===== src/rtl/ysyx_24110015_mem_arbiter_pkg.sv =====
// Shared types for the IFU/LSU memory arbiter: FSM states, owner codes and
// the latched memory request record.
package ysyx_24110015_mem_arbiter_pkg;

  typedef enum logic [1:0] {
    S_IDLE = 2'd0,
    S_REQ  = 2'd1,
    S_WAIT = 2'd2,
    S_RESP = 2'd3
  } arb_state_e;

  localparam logic OWNER_IFU = 1'b0;
  localparam logic OWNER_LSU = 1'b1;

  typedef struct packed {
    logic [31:0] addr;
    logic [31:0] wdata;
    logic        wen;
    logic [3:0]  wmask;
  } mem_req_t;

  // LSU wins when it is the only requester, or on a tie when lsu_first is set.
  function automatic logic pick_lsu(input logic ifu_v, input logic lsu_v,
                                    input logic lsu_first);
    return lsu_v && (!ifu_v || lsu_first);
  endfunction

endpackage


===== src/rtl/ysyx_24110015_mem_arbiter.sv =====
// Two-requester (IFU/LSU) arbiter onto a single-outstanding memory port.
// One transaction at a time: IDLE -> REQ -> WAIT -> RESP -> IDLE.
module ysyx_24110015_mem_arbiter
  import ysyx_24110015_mem_arbiter_pkg::*;
#(
  parameter bit LSU_FIRST = 1'b1
) (
  input  logic        clk,
  input  logic        rst,

  input  logic        ifu_req_valid,
  output logic        ifu_req_ready,
  input  logic [31:0] ifu_addr,
  output logic        ifu_resp_valid,
  input  logic        ifu_resp_ready,
  output logic [31:0] ifu_rdata,

  input  logic        lsu_req_valid,
  output logic        lsu_req_ready,
  input  logic [31:0] lsu_addr,
  input  logic        lsu_wen,
  input  logic [31:0] lsu_wdata,
  input  logic [3:0]  lsu_wmask,
  output logic        lsu_resp_valid,
  input  logic        lsu_resp_ready,
  output logic [31:0] lsu_rdata,

  output logic        mem_req_valid,
  input  logic        mem_req_ready,
  output logic [31:0] mem_addr,
  output logic [31:0] mem_wdata,
  output logic        mem_wen,
  output logic [3:0]  mem_wmask,
  input  logic        mem_resp_valid,
  output logic        mem_resp_ready,
  input  logic [31:0] mem_rdata,

  output logic        busy
);

  arb_state_e  state;
  logic        owner;
  mem_req_t    req_q;
  logic [31:0] resp_data;
  logic        grant_lsu;
  logic        grant_ifu;
  logic        owner_resp_ready;

  always_comb begin
    grant_lsu = pick_lsu(ifu_req_valid, lsu_req_valid, LSU_FIRST);
    grant_ifu = ifu_req_valid && !grant_lsu;
  end

  assign ifu_req_ready    = (state == S_IDLE) && grant_ifu;
  assign lsu_req_ready    = (state == S_IDLE) && grant_lsu;
  assign owner_resp_ready = (owner == OWNER_LSU) ? lsu_resp_ready : ifu_resp_ready;

  always_ff @(posedge clk) begin
    if (rst) begin
      state     <= S_IDLE;
      owner     <= OWNER_IFU;
      req_q     <= '0;
      resp_data <= '0;
    end else begin
      case (state)
        S_IDLE: begin
          if (lsu_req_ready) begin
            owner       <= OWNER_LSU;
            req_q.addr  <= lsu_addr;
            req_q.wdata <= lsu_wdata;
            req_q.wen   <= lsu_wen;
            req_q.wmask <= lsu_wmask;
            state       <= S_REQ;
          end else if (ifu_req_ready) begin
            // Fetches are always plain reads.
            owner       <= OWNER_IFU;
            req_q.addr  <= ifu_addr;
            req_q.wdata <= '0;
            req_q.wen   <= 1'b0;
            req_q.wmask <= '0;
            state       <= S_REQ;
          end
        end
        S_REQ: begin
          if (mem_req_ready) state <= S_WAIT;
        end
        S_WAIT: begin
          if (mem_resp_valid) begin
            resp_data <= mem_rdata;
            state     <= S_RESP;
          end
        end
        S_RESP: begin
          if (owner_resp_ready) state <= S_IDLE;
        end
        default: state <= S_IDLE;
      endcase
    end
  end

  assign mem_req_valid  = (state == S_REQ);
  assign mem_resp_ready = (state == S_WAIT);
  assign mem_addr       = req_q.addr;
  assign mem_wdata      = req_q.wdata;
  assign mem_wen        = req_q.wen;
  assign mem_wmask      = req_q.wmask;

  assign ifu_resp_valid = (state == S_RESP) && (owner == OWNER_IFU);
  assign lsu_resp_valid = (state == S_RESP) && (owner == OWNER_LSU);
  assign ifu_rdata      = resp_data;
  assign lsu_rdata      = resp_data;

  assign busy = (state != S_IDLE);

endmodule


===== config.mk =====
export PLATFORM = sky130hd
export DESIGN_NAME = ysyx_24110015_mem_arbiter
export DESIGN_NICKNAME = d
export VERILOG_FILES = /design/src/rtl/ysyx_24110015_mem_arbiter_pkg.sv /design/src/rtl/ysyx_24110015_mem_arbiter.sv
export SDC_FILE = /design/constraint.sdc
export NUM_CORES = 1
export LEC_CHECK = 0
export ABC_AREA = 1
export CORE_MARGIN = 8
export CORE_UTILIZATION = 34
export CTS_BUF_LIST = sky130_fd_sc_hd__clkbuf_4 sky130_fd_sc_hd__clkbuf_8 sky130_fd_sc_hd__clkbuf_16
export CTS_CLUSTER_DIAMETER = 80
export CTS_CLUSTER_SIZE = 25
export DETAILED_ROUTE_END_ITERATION = 8
export DONT_BUFFER_PORTS = 1
export PLACE_DENSITY = 0.58
export SLEW_MARGIN = 10
export SYNTH_ARGS = -nofsm -noshare
export SYNTH_HDL_FRONTEND = slang
export SYNTH_SLANG_ARGS = --single-unit

===== constraint.sdc =====
create_clock -name clk -period 2.4 [get_ports clk]
set_input_delay 0.36 -clock clk [delete_from_list [all_inputs] [get_ports clk]]
set_output_delay 0.36 -clock clk [all_outputs]
set_load 0.02 [all_outputs]

==> results of run 1 <==
[worst reg2reg max path, stage by stage, from the launching register on]
cell	delay, ns
dfxtp_1	0.38
inv_1	0.08
ha_1	0.27
nand2_1	0.14
nand2_1	0.08
inv_2	0.25
buf_12	0.25
nor2_1	0.10
o21ai_1	0.10
a21oi_1	0.08
[layout by cell type, fill, tap and decap left out]
| cell | instances |
|---|---|
| dfxtp_1 | 104 |
| buf_12 | 3 |
| clkbuf_4 | 1 |
| nor2_1 | 136 |
| clkbuf_16 | 9 |
| clkbuf_8 | 1 |
| a21oi_1 | 69 |
| inv_1 | 12 |
| buf_4 | 3 |
| nand4_1 | 2 |
| o21ai_0 | 32 |
| inv_6 | 1 |
| nand2_2 | 1 |
| o21ai_1 | 31 |
| a31oi_1 | 1 |
| nand2_1 | 123 |
| clkinv_2 | 3 |
| ha_1 | 4 |
| inv_2 | 1 |
| nand3_1 | 2 |
| bufinv_16 | 2 |
[where the power goes]
group          internal (mW)  switching [mW]
Sequential              2.08           0.820
Clock                  0.955           0.629
Combinational          0.490           0.929
[routing by layer]
| metal | global-route usage | wire [um] | vias to the layer above |
|---|---|---|---|
| met4 | 0.07273 | 291 | 0 |
| met1 | 0.1529 | 4655 | 1603 |
| met3 | 0.07862 | 1661 | 20 |
| met2 | 0.2337 | 5747 | 196 |
| li1 | - | - | 1735 |
| met5 | 0 | 0 | - |
[cell families (layout without fill, tap and decap cells)]
logic type | after synthesis | in the layout
flops | 104 | 104
fa+ha+maj | 4 | 4
compound gates | 133 | 133
simple gates | 264 | 264
buf+inv | 83 | 36
[worst paths after layout]
| path | from | end | slack [ns] | cells after the start |
|---|---|---|---|---|
| worst max register to register | state[0]$_SDFFE_PP0P_ | mem_addr[19]$_SDFFE_PP0P_ | 0.56 | 9 |
| worst max-delay path | state[0]$_SDFFE_PP0P_ | ifu_req_ready | 0.40 | 4 |
| worst min-delay path | rst | mem_wdata[15]$_SDFFE_PP0P_ | 0.08 | 1 |
| worst min register to register | state[1]$_SDFFE_PP0P_ | state[1]$_SDFFE_PP0P_ | 0.53 | 2 |
[area by class of cell]
type / count / area [um^2] / area share
Timing Repair Buffer: 6 / 82.58 / 0.01845
Tap cell: 172 / 215.2 / 0.04807
Multi-Input combinational cell: 401 / 1718 / 0.3837
Sequential cell: 104 / 2082 / 0.4651
Clock inverter: 5 / 78.83 / 0.01761
Inverter: 14 / 53.80 / 0.01202
Clock buffer: 11 / 246.5 / 0.05506
[sequential cells by signal, summed over array words and instances, names as in the netlist]
name and cells:
ifu_rdata 32, mem_addr 32, mem_wdata 32, mem_wmask 4, state 2, mem_wen 1, owner 1
==> results, run 1 <==
- The worst hold path class is in2reg.
- STA puts the critical path data required time at around 2.0 ns.
- The summed instance area of the synthesized netlist is around 0.0043 mm^2.
- The routed via count divided by cell count is approximately 5.
- Setup violations remaining at the end of the flow were counted as 0.
- The number of different library cells used by synthesis comes to 18.
- After detailed routing, the number of remaining DRC violations is 0.
- For this run, the total global-route usage over all layers was measured as 0.1457.
- Of the total synthesized cell area, the portion taken by XOR and XNOR cells is 0.
- Counting flops and latches in the post-synthesis netlist gives between 100 and 150.
- The complex-gate fraction of the synthesized area is 0.1555.
- During synthesis, Yosys emitted a total of 0 warnings.
- After synthesis, the share of cell area in mux cells is 0.
- The post-layout instance count excluding filler cells is 713.
- The horizontal extent of the die is 128.3 um.
- When the netlist entered floorplanning its net count stood at 733.
- The TritonCTS sink count is roughly 100.
- The share of the Yosys chip area taken by registers is 0.4856.
- TritonCTS created 9 clock buffers.
- The final number of max-transition violations came to 0.
- The net count of the finished layout is approximately 680.
- The final weighted congestion in routability-driven placement is 0.7930.
- The core region is about 0.012 mm^2.
- The count of boundary I/O pins is 281.
- nor2_1 is the most common cell in the netlist.
- Once detailed placement completed, the half-perimeter wirelength came to 9110 um.
- The critical path class is reg2out.
- The async set-reset flop share out of synthesis is 0.
- The total vias in the final route is 3554.
- The number of hold violations in the final report came to 0.
- A synthesized cell averages around 7.3 um^2.
- Hold timing on the final database bottoms out at a slack of between 0.08 and 0.09 ns.
- The post-cts hold buffer count is 0.
- The critical path goes through inv_1, ha_1, nand2_1, nor2_1.
- The post-route fraction of the period consumed by the critical path is 0.8319.
- The clock arrives with ~0.0052 ns of skew.
- The sum of negative setup slack is 0 ns.
- For this run, the share of the core covered by cells in the final layout is 0.3591.
- The basic-gate share of the synthesized area counting and, or, nand and nor cells is 0.2334.
- The global-route wire length before repair is 18780 um.
- Setup repair after global routing left no endpoint under its margin.
- The first TritonRoute pass finished after 4 iterations.
- The post-layout instance area is 0.004477 mm^2.
- The measured slew at the worst slew-check pin is 0.8058 ns.
- Power spread over the standard cell area amounts to between 1000 and 1500 mW/mm^2.
- Compared with the post-synthesis result, the final layout area differs by 4.406%.
- The share of synthesized area in the top cell type comes to 0.4856.
- The number of instances resized during post-cts repair is 0.
- The number of buffer and inverter instances along the worst setup path is 1.
- Derived from the worst setup path, the maximum achievable clock frequency is 500.9 MHz.
- After synthesis, the most frequently instantiated cells are nor2_1, nand2_1, dfxtp_1.
- Counting every instance in the synthesized netlist gives 588.
- After global routing the overflow that remains totals 0.
- For this configuration, the core starts out at a cell density of 0.3440.
- After clock tree synthesis, the clock-pin slew on the worst setup and hold paths is 0.07 ns.
- The post-layout minimum cycle time is 1.997 ns.
- Counting flops with a built-in enable in the synthesized netlist gives 0.
- The later pin in the worst-skew pair is clocked with a latency of approximately 0.34 ns.
- The worst vdd rail ir drop is 460.1 uV.
- The number of core rows is 41.
- The largest driver fanout on the critical path is 5.
- Once detail routing completed, the nets flagged for antenna violations numbered 0.
- Headroom to the max-slew limit came out at 0.4622.
- The TritonCTS clock tree is built.
- Broken down by cell family, the worst path's largest delay share belongs to simple AND/OR/NAND/NOR gates.
- The worst setup path is launched from a register.
- The maximum clock path buffer count is 2.
- The initial DRC count is between 100 and 150.
- The count of port buffers added during placement is 0.
- The least setup slack across all paths after layout is about 0.40 ns.
- The critical path data arrival time is 1.64 ns.
- The initial antenna violation count is 0.
- The filler cell count in the final layout is 1338.
- By area, the combinational part of the netlist is dominated by simple AND/OR/NAND/NOR gates.
- In this run the cell area measured after placement is 0.004151 mm^2.
- The placed instance count is approximately 700.
- The slowest cell on the critical path is nor2_1.
- The overall die area is roughly 0.016 mm^2.
- The predominant post-synthesis flop cell is dfxtp_1.
- Before CTS, the worst setup slack after placement is ~0.56 ns.
- The static leakage is ~1.7 nW.
- The buffer count from post-CTS setup fixing is 0.
- The worst setup path is captured at an output pin.
- The number of global-route vias before repair is approximately 3500.
- After detailed routing, the average wire length per cell comes to around 17 um.
- The post-route total power is 5.901 mW.
- The height of the die is 128.3 um.
- The tree is rooted in a clkbuf_16.
- Summed over all instances, the cell type with the most area after synthesis is dfxtp_1.
- The count of H-tree levels built during CTS is 3.
- The pin count of the biggest net entering global routing is 72.
- The flow ran to the end, and the final reports show no timing, DRC or antenna violations.
- Ranked by total cell area, the synthesized netlist is headed by dfxtp_1, nor2_1, nand2_1.
- The share of post-route cells with drive strength above 1 is 0.04621.
- The number of antenna diodes in the final layout is 0.
- The tool flagged a number of max-cap violations equal to 0.
- The adder-cell share of the synthesized area is 0.01167.
- The stage delay of the slowest cell on the critical path is 0.48 ns.
- The aggregate routed wire length is approximately 12000 um.
Note: power is estimated with default switching activity, not from simulation.
==> run 2, diff against run 1 <==
==> constraint.sdc (replaced) <==
create_clock -name clk -period 1.9 [get_ports clk]
set_input_delay 0.285 -clock clk [delete_from_list [all_inputs] [get_ports clk]]
set_output_delay 0.285 -clock clk [all_outputs]
set_load 0.02 [all_outputs]
==> run 2 against run 1 <==
  * Critical endpoint unchanged
  * Clock skew is 0.0015 ns higher
  * Sequential power increased by 26%
  * Largest cell class unchanged
  * Final area grew 0.73%
  * Via count barely moved
  * Setup slack worse by 0.24 ns
  * Critical path depth grew 1
  * Critical path type unchanged
  * Wire length grew 1.8%
  * Cell count increased by 0.84%
  * Combinational power rose by 29%
  * Register-to-register slack worse by 0.34 ns
==> results, run 2 (synthesis results as in run 1) <==
- The number of violations of the max-capacitance limit is 0 (unchanged).
- The routed via count divided by cell count is 4.944 (was 4.985).
- The initial cell density of the core is 0.3440 (unchanged).
- The clock slew at the register clock pins of the worst setup and hold paths came to 0.07 ns (about the same).
- The setup slack at placement is 0.2178 ns (was 0.5593 ns).
- The data required time at the worst endpoint is 1.62 ns (was 2.04 ns).
- The height of the die came to 128.3 um (unchanged).
- The fraction of power spent switching nets is 0.4129 (was 0.4030).
- The TritonCTS sink count is 104 (unchanged).
- The power density over the cells was 1615 mW/mm^2 (was 1318 mW/mm^2).
- The post-layout utilization of the core is 0.3617 (was 0.3591).
- The critical path data arrival time was 1.45 ns (was 1.64 ns).
- The total track usage is 0.1489 (was 0.1457).
- The share of post-route cells with drive strength above 1 is 0.05667 (was 0.04621).
- The post-route total power came to 7.283 mW (was 5.901 mW).
- The clock latency on the worst-skew pair was 0.34 ns (about the same).
- The overall die area is 0.01646 mm^2 (unchanged).
- The post-detailed-route DRC marker count was 0 (unchanged).
- The number of setup violations in the final report is 0 (unchanged).
- The total net switching power is 3.007 mW (was 2.378 mW).
- The TritonCTS clock tree is built (unchanged).
- The number of hold violations in the final report is 0 (unchanged).
- The least setup slack across all paths after layout is 0.1667 ns (was 0.4034 ns).
- The cell depth of the worst flop-to-flop path was 9 (unchanged).
- The detail-routed net length per standard cell was 17.49 um (was 17.33 um).
- Most frequent cells in the layout: nor2_1, nand2_1, dfxtp_1 (unchanged).
- The filler cell count in the final layout is 1335 (was 1338).
- The worst vdd rail ir drop is 586.0 uV (was 460.1 uV).
- The maximum clock path buffer count is 2 (unchanged).
- The sort of element at the end of the critical path is an output pin (unchanged).
- The static leakage is 1.708 nW (was 1.691 nW).
- The horizontal extent of the die was 128.3 um (unchanged).
- The count of TritonRoute iterations in the first routing pass was 4 (unchanged).
- The placed cell area is 0.004169 mm^2 (was 0.004151 mm^2).
- The total vias in the final route is 3555 (was 3554).
- The final number of max-transition violations is 0 (unchanged).
- The buffer cell driving the clock tree root is clkbuf_16 (unchanged).
- The area occupied by multi-input gates is 0.001723 mm^2 (was 0.001718 mm^2).
- The post-layout minimum cycle time is roughly 1.7 ns.
- The worst hold slack is 0.08603 ns (was 0.08237 ns).
- The post-layout instance count excluding filler cells is 719 (was 713).
- The fraction of power consumed by the clock network is 0.246 (was 0.268).
- The destination of the worst register-to-register timing path is mem_addr[7]$_SDFFE_PP0P_ (was mem_addr[19]$_SDFFE_PP0P_).
- The worst hold path depth is 2 (was 1).
- The post-route fraction of the period consumed by the critical path is 0.9123.
- The worst hold endpoint was mem_wmask[3]$_SDFFE_PP0P_ (was mem_wdata[15]$_SDFFE_PP0P_).
- The worst hold path class is in2reg (unchanged).
- The internal portion of total power is 4.276 mW (was 3.523 mW).
- The number of diodes added for antenna fixing is 0 (unchanged).
- The aggregate routed wire length is 12580 um (was 12360 um).
- The initial DRC count was 200 (was 148).
- The count of boundary I/O pins is 281 (unchanged).
- Run status: completed (unchanged).
- The slack of the worst reg-to-reg path is 0.22 ns (was 0.56 ns).
- The total clock buffers created by CTS is 9 (unchanged).
- The post-route clock skew is 0.006672 ns (was 0.005160 ns).
- The relative slew slack is 0.3726 (was 0.4622).
- The initial antenna violation count was 0 (unchanged).
- Unrepaired setup endpoints after global routing: yes (was no).
- The detailed placer's ending HPWL is 8996 um (was 9110 um).
- The count of H-tree levels built during CTS is 3 (unchanged).
- The post-layout instance area is 0.004509 mm^2 (was 0.004477 mm^2).
- The sequential power share is 0.503 (was 0.491).
- The commonest non-fill, non-tap cell in the layout is nor2_1 (unchanged).
- The placed instance count is 701 (was 697).
- The number of core rows is 41 (unchanged).
- Based on the critical path, the design can be clocked at up to ~580 MHz.
- The critical path launch point type is a register (unchanged).
- The largest driver fanout on the critical path is 5 (unchanged).
- The sum of negative setup slack came to 0 ns (unchanged).
- The global-route wire length before repair is 19130 um (was 18780 um).
- The number of nets at the end of the flow is 688 (was 681).
- The share of total power in combinational logic is 0.252 (was 0.240).
- The combined flip-flop and latch cell area is 0.002082 mm^2 (unchanged).
- The launching point of the worst reg2reg path is state[0]$_SDFFE_PP0P_ (unchanged).
- The aggregate global routing overflow is 0 (unchanged).
- The relative area change from synthesis to final layout came to 5.165% (was 4.406%).
- The count of port buffers added during placement is 0 (unchanged).
- The critical path class is reg2out (unchanged).
- The number of global-route vias before repair is 3495 (was 3519).
- The final weighted congestion in routability-driven placement is 0.8273 (was 0.7930).
- The number of routed nets with antenna violations was 0 (unchanged).
- The pin count of the biggest net entering global routing came to 59 (was 72).
- The measured slew at the worst slew-check pin was 0.9400 ns (was 0.8058 ns).
- The hold path startpoint was lsu_wmask[3] (was rst).
- The area of the placeable core came to 0.01247 mm^2 (unchanged).
==> run 2: changes by cell type in the layout (fill, tap and decap cells not counted), moves of 2 or more <==
cell | before | now
buf_6 | 0 | 2
bufinv_16 | 2 | 0
clkbuf_8 | 1 | 3
dlygate4sd3_1 | 0 | 2
buf_4 | 3 | 6
==> run 2: layer usage <==
layer,up-vias,GRT usage,part of all wire
li1,1746,-,-
met1,1604,0.1638,0.38
met2,190,0.2361,0.46
met3,15,0.07321,0.13
met4,0,0.07063,0.020
met5,-,0,0
==> run 2: what timing repair did <==
action | CTS | global route
gates resized for setup | 1 | 3
hold buffers | 3 | 0
buffers inserted | 0 | 0
endpoints found under the setup margin | 1 | 17
hold endpoints to repair | 40 | 0
==> run 2: power by group through the flow <==
stage | clock network, mW | logic [mW] | registers, mW
6_report | 1.79 | 1.83 | 3.66
5_1_grt | 1.97 | 2.13 | 3.74
4_1_cts | 1.87 | 1.85 | 3.68
2_1_floorplan | 0 | 1.85 | 3.42
3_3_place_gp | 0 | 1.74 | 3.71
3_5_place_dp | 0 | 1.81 | 3.72
==> run 2: cell type report <==
class	count	area share
Timing Repair Buffer	13	0.03274
Sequential cell	104	0.4617
Multi-Input combinational cell	401	0.3821
Clock buffer	13	0.06077
Inverter	14	0.01193
Clock inverter	2	0.003052
Tap cell	172	0.04772
==> run 2: worst max path at each step <==
| stage | slack (ns) | endpoint | cells after the start | startpoint |
|---|---|---|---|---|
| final | 0.17 | ifu_req_ready | 5 | state[0]$_SDFFE_PP0P_ |
| after floorplan | 0.43 | ifu_rdata[23]$_SDFFE_PP0P_ | 7 | state[0]$_SDFFE_PP0P_ |
| after detailed placement | 0.22 | mem_addr[19]$_SDFFE_PP0P_ | 9 | state[0]$_SDFFE_PP0P_ |
| after CTS | 0.04 | lsu_req_ready | 5 | state[0]$_SDFFE_PP0P_ |
| after global placement | 0.30 | mem_addr[17]$_SDFFE_PP0P_ | 9 | state[0]$_SDFFE_PP0P_ |
| after global routing | -0.002 | ifu_req_ready | 5 | state[1]$_SDFFE_PP0P_ |
==> run 2: worst max-delay path: stages (launching register included) <==
cell	delay [ns]
dfxtp_1	0.34
inv_1	0.09
ha_2	0.22
nand2_1	0.12
nor2_2	0.16
buf_4	0.17
